File: src/rtl/fetch_pkg.sv
// Shared types and constants for the instruction-fetch stage.
package fetch_pkg;

  typedef enum logic [2:0] {
    REQ,
    WAIT,
    HOLD,
    DROP,
    HALT
  } fetch_state_t;

  localparam logic [31:0] NOP_INSTR = 32'h0000_0013;

endpackage

File: src/rtl/if_id_reg.sv
// IF/ID pipeline register: flush > stall > load > bubble.
// Carries the misalignment flag only when FETCH_MISALIGN_EN is defined.
module if_id_reg #(
  parameter int unsigned XLEN      = 32,
  parameter logic [31:0] NOP_INSTR = fetch_pkg::NOP_INSTR
) (
  input  logic            clk,
  input  logic            reset,
  input  logic            stall,
  input  logic            flush,
  input  logic            load,
  input  logic [31:0]     load_instr,
  input  logic [XLEN-1:0] load_pc,
`ifdef FETCH_MISALIGN_EN
  input  logic            load_misalign,
  output logic            misalign_d,
`endif
  output logic [31:0]     instr_d,
  output logic [XLEN-1:0] pc_d,
  output logic [XLEN-1:0] pcplus4_d,
  output logic            valid_d
);

  always_ff @(posedge clk) begin
    if (reset) begin
      instr_d   <= NOP_INSTR;
      pc_d      <= '0;
      pcplus4_d <= '0;
      valid_d   <= 1'b0;
`ifdef FETCH_MISALIGN_EN
      misalign_d <= 1'b0;
`endif
    end else if (flush) begin
      // PC fields are left as they were; only the instruction is killed.
      instr_d <= NOP_INSTR;
      valid_d <= 1'b0;
`ifdef FETCH_MISALIGN_EN
      misalign_d <= 1'b0;
`endif
    end else if (!stall) begin
      if (load) begin
        instr_d   <= load_instr;
        pc_d      <= load_pc;
        pcplus4_d <= load_pc + XLEN'(4);
        valid_d   <= 1'b1;
`ifdef FETCH_MISALIGN_EN
        misalign_d <= load_misalign;
`endif
      end else begin
        instr_d <= NOP_INSTR;
        valid_d <= 1'b0;
`ifdef FETCH_MISALIGN_EN
        misalign_d <= 1'b0;
`endif
      end
    end
  end

endmodule

File: src/rtl/fetch_stage.sv
// RV32I instruction-fetch stage with one outstanding imem request and IF/ID register.
// Optional FETCH_MISALIGN_EN: misaligned redirect targets raise InstrMisalignD and halt fetch.
module fetch_stage #(
  parameter int unsigned     XLEN      = 32,
  parameter logic [XLEN-1:0] RESET_PC  = '0,
  parameter logic [31:0]     NOP_INSTR = fetch_pkg::NOP_INSTR
) (
  input  logic            clk,
  input  logic            reset,
  input  logic            StallF,
  input  logic            StallD,
  input  logic            FlushD,
  input  logic            PCSrcE,
  input  logic [XLEN-1:0] PCTargetE,
  output logic            ImemReq,
  output logic [XLEN-1:0] ImemAddr,
  input  logic            ImemGnt,
  input  logic            ImemRvalid,
  input  logic [31:0]     ImemRdata,
  output logic [31:0]     InstrD,
  output logic [XLEN-1:0] PCD,
  output logic [XLEN-1:0] PCPlus4D,
  output logic            ValidD
`ifdef FETCH_MISALIGN_EN
  ,
  output logic            InstrMisalignD
`endif
);

  import fetch_pkg::*;

  fetch_state_t    state;
  fetch_state_t    redir_idle;
  fetch_state_t    redir_busy;
  logic [XLEN-1:0] pcf;
  logic [XLEN-1:0] reqpc;
  logic [XLEN-1:0] target;
  logic [31:0]     skid;
  logic            load;
  logic [31:0]     load_instr;
  logic [XLEN-1:0] load_pc;

`ifdef FETCH_MISALIGN_EN
  logic misaligned;
  logic misalign_pend;
  logic halt_outst;
  logic load_misalign;

  assign target     = PCTargetE;
  assign misaligned = |PCTargetE[1:0];
`else
  assign target = PCTargetE & {{(XLEN-2){1'b1}}, 2'b00};
`endif

  assign ImemAddr = pcf;

  always_comb begin
    ImemReq    = !reset && (state == REQ) && !StallF && !PCSrcE;
    load       = 1'b0;
    load_instr = ImemRdata;
    load_pc    = reqpc;
`ifdef FETCH_MISALIGN_EN
    load_misalign = 1'b0;
`endif
    if (!PCSrcE && !StallD) begin
      case (state)
        WAIT: load = ImemRvalid;
        HOLD: begin
          load       = 1'b1;
          load_instr = skid;
        end
`ifdef FETCH_MISALIGN_EN
        HALT: if (misalign_pend && !FlushD) begin
          load          = 1'b1;
          load_instr    = NOP_INSTR;
          load_pc       = pcf;
          load_misalign = 1'b1;
        end
`endif
        default: ;
      endcase
    end
  end

  // A response arriving together with the redirect is consumed in that cycle,
  // so the FSM goes to REQ instead of DROP-waiting for a response that never comes.
  always_comb begin
    redir_idle = REQ;
    redir_busy = ImemRvalid ? REQ : DROP;
`ifdef FETCH_MISALIGN_EN
    if (misaligned) begin
      redir_idle = HALT;
      redir_busy = HALT;
    end
`endif
  end

  always_ff @(posedge clk) begin
    if (reset) begin
      state <= REQ;
      pcf   <= RESET_PC;
      reqpc <= '0;
      skid  <= '0;
`ifdef FETCH_MISALIGN_EN
      misalign_pend <= 1'b0;
      halt_outst    <= 1'b0;
`endif
    end else begin
      if (PCSrcE) pcf <= target;
`ifdef FETCH_MISALIGN_EN
      if (PCSrcE && misaligned)       misalign_pend <= 1'b1;
      else if (load && state == HALT) misalign_pend <= 1'b0;
`endif
      case (state)
        REQ: begin
          if (PCSrcE) begin
            state <= redir_idle;
`ifdef FETCH_MISALIGN_EN
            halt_outst <= 1'b0;
`endif
          end else if (ImemReq && ImemGnt) begin
            reqpc <= pcf;
            pcf   <= pcf + XLEN'(4);
            state <= WAIT;
          end
        end
        WAIT: begin
          if (PCSrcE) begin
            state <= redir_busy;
`ifdef FETCH_MISALIGN_EN
            halt_outst <= !ImemRvalid;
`endif
          end else if (ImemRvalid) begin
            if (StallD) begin
              skid  <= ImemRdata;
              state <= HOLD;
            end else begin
              state <= REQ;
            end
          end
        end
        HOLD: begin
          if (PCSrcE) begin
            state <= redir_idle;
`ifdef FETCH_MISALIGN_EN
            halt_outst <= 1'b0;
`endif
          end else if (!StallD) begin
            state <= REQ;
          end
        end
        DROP: begin
          if (PCSrcE) begin
            state <= redir_busy;
`ifdef FETCH_MISALIGN_EN
            halt_outst <= !ImemRvalid;
`endif
          end else if (ImemRvalid) begin
            state <= REQ;
          end
        end
`ifdef FETCH_MISALIGN_EN
        HALT: begin
          if (ImemRvalid) halt_outst <= 1'b0;
          // A request may still be in flight from before the halt; drain it first.
          if (PCSrcE) begin
            if (misaligned)                     state <= HALT;
            else if (halt_outst && !ImemRvalid) state <= DROP;
            else                                state <= REQ;
          end
        end
`endif
        default: state <= REQ;
      endcase
    end
  end

  if_id_reg #(
    .XLEN      (XLEN),
    .NOP_INSTR (NOP_INSTR)
  ) u_if_id (
    .clk           (clk),
    .reset         (reset),
    .stall         (StallD),
    .flush         (FlushD),
    .load          (load),
    .load_instr    (load_instr),
    .load_pc       (load_pc),
`ifdef FETCH_MISALIGN_EN
    .load_misalign (load_misalign),
    .misalign_d    (InstrMisalignD),
`endif
    .instr_d       (InstrD),
    .pc_d          (PCD),
    .pcplus4_d     (PCPlus4D),
    .valid_d       (ValidD)
  );

endmodule

File: config.mk
export PLATFORM = sky130hd
export DESIGN_NAME = fetch_stage
export DESIGN_NICKNAME = d
export VERILOG_FILES = /design/src/rtl/fetch_pkg.sv /design/src/rtl/if_id_reg.sv /design/src/rtl/fetch_stage.sv
export SDC_FILE = /design/constraint.sdc
export NUM_CORES = 1
export LEC_CHECK = 0
export ABC_AREA = 1
export ABC_CLOCK_PERIOD_IN_PS = 1500
export CAP_MARGIN = 20
export CORE_MARGIN = 2
export CORE_UTILIZATION = 47
export CTS_BUF_LIST = sky130_fd_sc_hd__clkbuf_2 sky130_fd_sc_hd__clkbuf_4 sky130_fd_sc_hd__clkbuf_8
export DETAILED_ROUTE_END_ITERATION = 6
export PLACE_DENSITY = 0.78
export SLEW_MARGIN = 20
export SYNTH_ARGS = -nofsm -noshare
export SYNTH_HDL_FRONTEND = slang
export SYNTH_SLANG_ARGS = --single-unit
export TNS_END_PERCENT = 5
File: constraint.sdc
create_clock -name clk -period 1.5 [get_ports clk]
set_input_delay 0.45 -clock clk [delete_from_list [all_inputs] [get_ports clk]]
set_output_delay 0.45 -clock clk [all_outputs]
set_load 0.1 [all_outputs]
Word level (Yosys, flattened, before mapping). Index checks and enable logic that the tools add are counted.

Output and inout bits: 130. Register bits after elaboration: 196. Logic and storage cells: 56. Input bits: 72.

Reduce and logical (&&, ||, !) cells: 15. Add/sub/neg operators: 2. Eq/ne operators: 7. Mux-type cells: 21. Bitwise operators: 3.

Operator list (number): $mux 32 (7); $add 32x3->32 const B (2); $mux 3 (8); $pmux 3 s4 (1); $ne 3x3->1 const B (3); $reduce_and 4->1 (2); $eq 3x2->1 const B (2); $reduce_and 3->1 (2); $logic_and 1x1->1 (5); $logic_not 1->1 (4); $mux 2 (2); $eq 3x1->1 const B (1); $logic_not 3->1 (1); $ne 3x2->1 const B (1); $not 1->1 (3); $mux 1 (2); $pmux 1 s2 (1); $reduce_or 2->1 (1).

Depth between registers and ports, before layout.
Word-level depth: 8. Gate-level depth with buffers: 11. Depth with buffers taken out: 11.

By module. From an unflattened synthesis, not the netlist that was laid out.

Cell total of the unflattened synthesis: 1311. Area, all modules: 9200.1 um^2.

By module, submodules not included: fetch_stage (instances 1, cells each 698, area an instance 5057.4 um^2); if_id_reg (instances 1, cells each 613, area an instance 4142.7 um^2).

Least setup slack after synthesis. No wires, ideal clock.

Path kind: input to output. From: in reset. To: out ImemReq. Slack: -1.841 ns. Data arrival time: 2.891 ns. Cell stages on the path: 3. Required time: 1.050 ns. Cell sequence: buf_2 buf_1 nor3_1.

Word-level cells in the longest chain between the ends: 4.

RTL lines: start: declaration (line fetch_stage.sv:9) `input logic reset,`; $logic_not 1->1 (line fetch_stage.sv:58) `ImemReq = !reset && (state == REQ) && !StallF && !PCSrcE;`; $logic_and 1x1->1 (3 in a row) (line fetch_stage.sv:58); end: declaration (line fetch_stage.sv:15) `output logic ImemReq,`.

Every way passes these cells.

Worst setup path in the final report.
From: reg state[0]. To: out ImemReq.

Word-level cells in the longest chain between the ends: 4.

RTL lines: start: declaration (line fetch_stage.sv:32) `fetch_state_t state;`; start signal: assignment (line fetch_stage.sv:117) `state <= redir_idle;`; start signal: assignment (line fetch_stage.sv:129) `state <= redir_busy;`; start signal: assignment (line fetch_stage.sv:144) `state <= redir_idle;`; $logic_not 3->1 (line fetch_stage.sv:58); $logic_and 1x1->1 (3 in a row) (line fetch_stage.sv:58).

Every way passes these cells.

==> flow_summary.yaml <==
pwr:
  combPwrFrac_pct: 19.8
  intPower_uw: 7710
  p_sw_uw: 3540
  pwr-share-clk_pct: 32.3
  worst_ir_drop_vdd_mv: 0.657
  cellLeakagePower_uw: 0.00611
  seq_power_share_pct: 48.0
  finalPower_uw: 11300
  p_per_area_nw_per_um2: 727
  p_sw_share_pct: 31.5
clock_tree:
  cts_buffers: 17
  path_clk_slew_ns: 0.10
  root_buffer: "clkbuf_8"
  htree_levels: 4
  clk_latency_ns: 0.50
  cts_buffer_depth: 2
  cts_tree: "yes"
  cts_sinks: 193
  hold_buffers: 0
yosys:
  synth_area_sq_um: 9150
  synth_common_cells: "325 x nand2_1, 198 x nor2_1, 193 x dfxtp_1"
  synth_fp_nets: 1392
  ys.flop_type: "dfxtp_1"
  synth_warnings: 0
  ys_ff_latch: 193
  syn_avg_cell_area_sq_um: 6.96
  async_flop_share_pct: 0
  yosys.area.top_type: "dfxtp_1"
  netlist_instances: 1314
  synthMostInstantiatedCell: "nand2_1"
  ys_types: 43
  synth-edff-count: 0
  synth_top_area_share_pct: 42.2
  synthTopCellsByArea: "dfxtp_1 42%, nand2_1 13%, nor2_1 8.1%"
  seq_area_frac_synth_pct: 42.2
setup_path:
  arrival_ns: 1.67
  r2r_cells: 13
  ff2ff_setup_slack_ns: -0.49
  path_max_fanout: 2
  cp.required_ns: 1.05
  cp-start-kind: "flip-flop"
  critPathTopFamily: "buffers and inverters"
  critical_path_class: "flip-flop to output pin"
  cp_num_buf_inv: 4
  critPathCaptureType: "output pin"
  crit_path_start: "state[0]"
  max_stage_delay_ns: 0.35
  crit_path_end: "ImemReq"
  path_cells: "inv_2, ha_4, inv_2, nor2_4, inv_2, nor3_4, buf_12"
  r2r_start: "state[0]"
  cp_slowest_cell: "dfxtp_2"
  path_common_cell: "inv_2"
  cp.depth: 7
  crit-reg2reg-capture: "ImemAddr[30]"
sta:
  finClkSkew_ns: 0.0180
  whs_ns: 0.458
  setup-violations-final: 237
  hold_violations: 0
  final_max_slew_viol_count: 0
  timing.final.crit_period_ns: 2.12
  post-route-period-util_pct: 141
  relSlewSlack_pct: 70.5
  worstMarginPinSlew_ns: 0.438
  worst_slack_ns: -0.620
  rsz0062_at_grt: "true"
  fmax_ghz: 0.472
global_routing:
  grt_overflow: 0
  grt_pass1_wl_um: 51200
  grt_pass1_vias: 10145
  grt_max_degree: 52
  antenna_found_initial: 0
  grt_util_all_layers_pct: 31.3
finish:
  nets: 1697
  finalNonFillerCells: 1896
  area_growth_pct: 69.3
  fin_area_sq_um: 15500
  insertedDiodeCount: 0
  drive_gt1_share_pct: 38.1
routing:
  routed_wl_um: 37000
  drc: 0
  drt_iter0_drc: 1316
  via_per_inst: 5.87
  wl_per_cell_um: 19.5
  antenna_left: 0
  firstDrtPassIters: 7
  dr_total_vias: 11130
floorplan:
  fp.dieW_um: 144
  dieArea_sq_um: 20600
  ios: 202
  core.rowCount: 51
  chipHeight_um: 144
  start_util_pct: 47.5
  core-area_sq_um: 19300
placement:
  dp_cells: 1832
  io_buffers: 199
  place_area_sq_um: 13600
  dpl.hpwl_um: 22000
  globalplace.congestion: 0.991
status:
  violations: "setup timing"
  outcome: "finished with violations"
run:
  drv_cap: 0
min_path:
  hold_path_class: "flip-flop to flip-flop"
## kinds of logic after synthesis
logic type,Yosys count,synth area share (%)
DFF,193,42.2
adders and majority gates,6,0.820
muxes,29,3.56
AOI/OAI and AO/OA,260,15.1
buffers and inverters,173,8.01
xor gates and xnor gates,10,0.957
and+or+nand+nor,643,29.4
## layout by cell type, fill, tap and decap left out, types with 51 or more instances in the layout
master,synthesis,routed
a21oi_1,91,76
nor2_1,198,174
buf_4,6,89
nand3_1,68,57
inv_1,96,90
buf_12,0,151
nand2_1,325,303
dfxtp_4,0,51
dfxtp_2,0,80
clkdlybuf4s50_1,0,67
o21ai_0,132,80
dfxtp_1,193,62
## cell type report
class / instances / area [sq um]
inverters: 104 / 437
fillers: 1096 / 3780
repair buffers: 354 / 5030
multi-input cells: 948 / 5130
clock buffers: 20 / 269
clock inverters: 11 / 129
well taps: 265 / 332
repair inverters: 1 / 11.3
flip-flops and latches: 193 / 4160
## flip-flops by register name, indices dropped and copies added (netlist names)
signal / count
u_if_id.pc_d: 30
u_if_id.instr_d: 32
load_pc: 32
skid: 32
u_if_id.pcplus4_d: 32
u_if_id.valid_d: 1
state: 2
ImemAddr: 32
## metal layers
| layer | vias up | track usage [%] | share of wire [%] |
|---|---|---|---|
| li1 | 4891 | - | - |
| met1 | 5113 | 39.2 | 36 |
| met2 | 855 | 52.5 | 48 |
| met3 | 271 | 6.40 | 9.9 |
| met4 | 0 | 13.1 | 6.6 |
| met5 | - | 0 | 0 |
## worst min path at each step
stage / start / endpoint / cells after the start
3_3_place_gp: skid[31] / skid[31] / 2
6_report: skid[31] / skid[31] / 2
4_1_cts: skid[31] / skid[31] / 2
3_5_place_dp: skid[31] / skid[31] / 2
5_1_grt: load_pc[1] / u_if_id.pcplus4_d[1] / 2
2_1_floorplan: skid[31] / skid[31] / 2
## tightest hold or removal path: cells and delay by family, from the launching register on
kind,cells,cell delay (ns)
flip-flops,1,0.31
AO/OA/AOI/OAI,1,0.05
buffers and inverters,1,0.05
## metrics by stage
step	setup TNS (ns)	setup WS, ns	util, %
finish	-35.37	-0.620	80.4
detailed placement	-94.04	-0.648	70.6
global route	-45.58	-0.645	80.4
floorplan	-2.81	-0.426	-
CTS	-11.69	-0.567	77.0
global placement	-87.81	-0.591	70.6
## timing repair
| action | in CTS | in global routing |
|---|---|---|
| buffers inserted | 12 | 13 |
| cloned | 8 | 2 |
| pin swaps | 10 | 22 |
| gates resized for setup | 252 | 161 |
| setup endpoints to repair | 312 | 293 |
## power by group through the flow
stage / registers [uW] / logic [uW] / clock network (uW)
2_1_floorplan: 6010 / 513 / 0
3_3_place_gp: 5530 / 1850 / 0
3_5_place_dp: 5530 / 1880 / 0
4_1_cts: 5400 / 2010 / 3540
5_1_grt: 5410 / 2300 / 3820
6_report: 5400 / 2220 / 3630
Power figures use the tool's default switching activity.
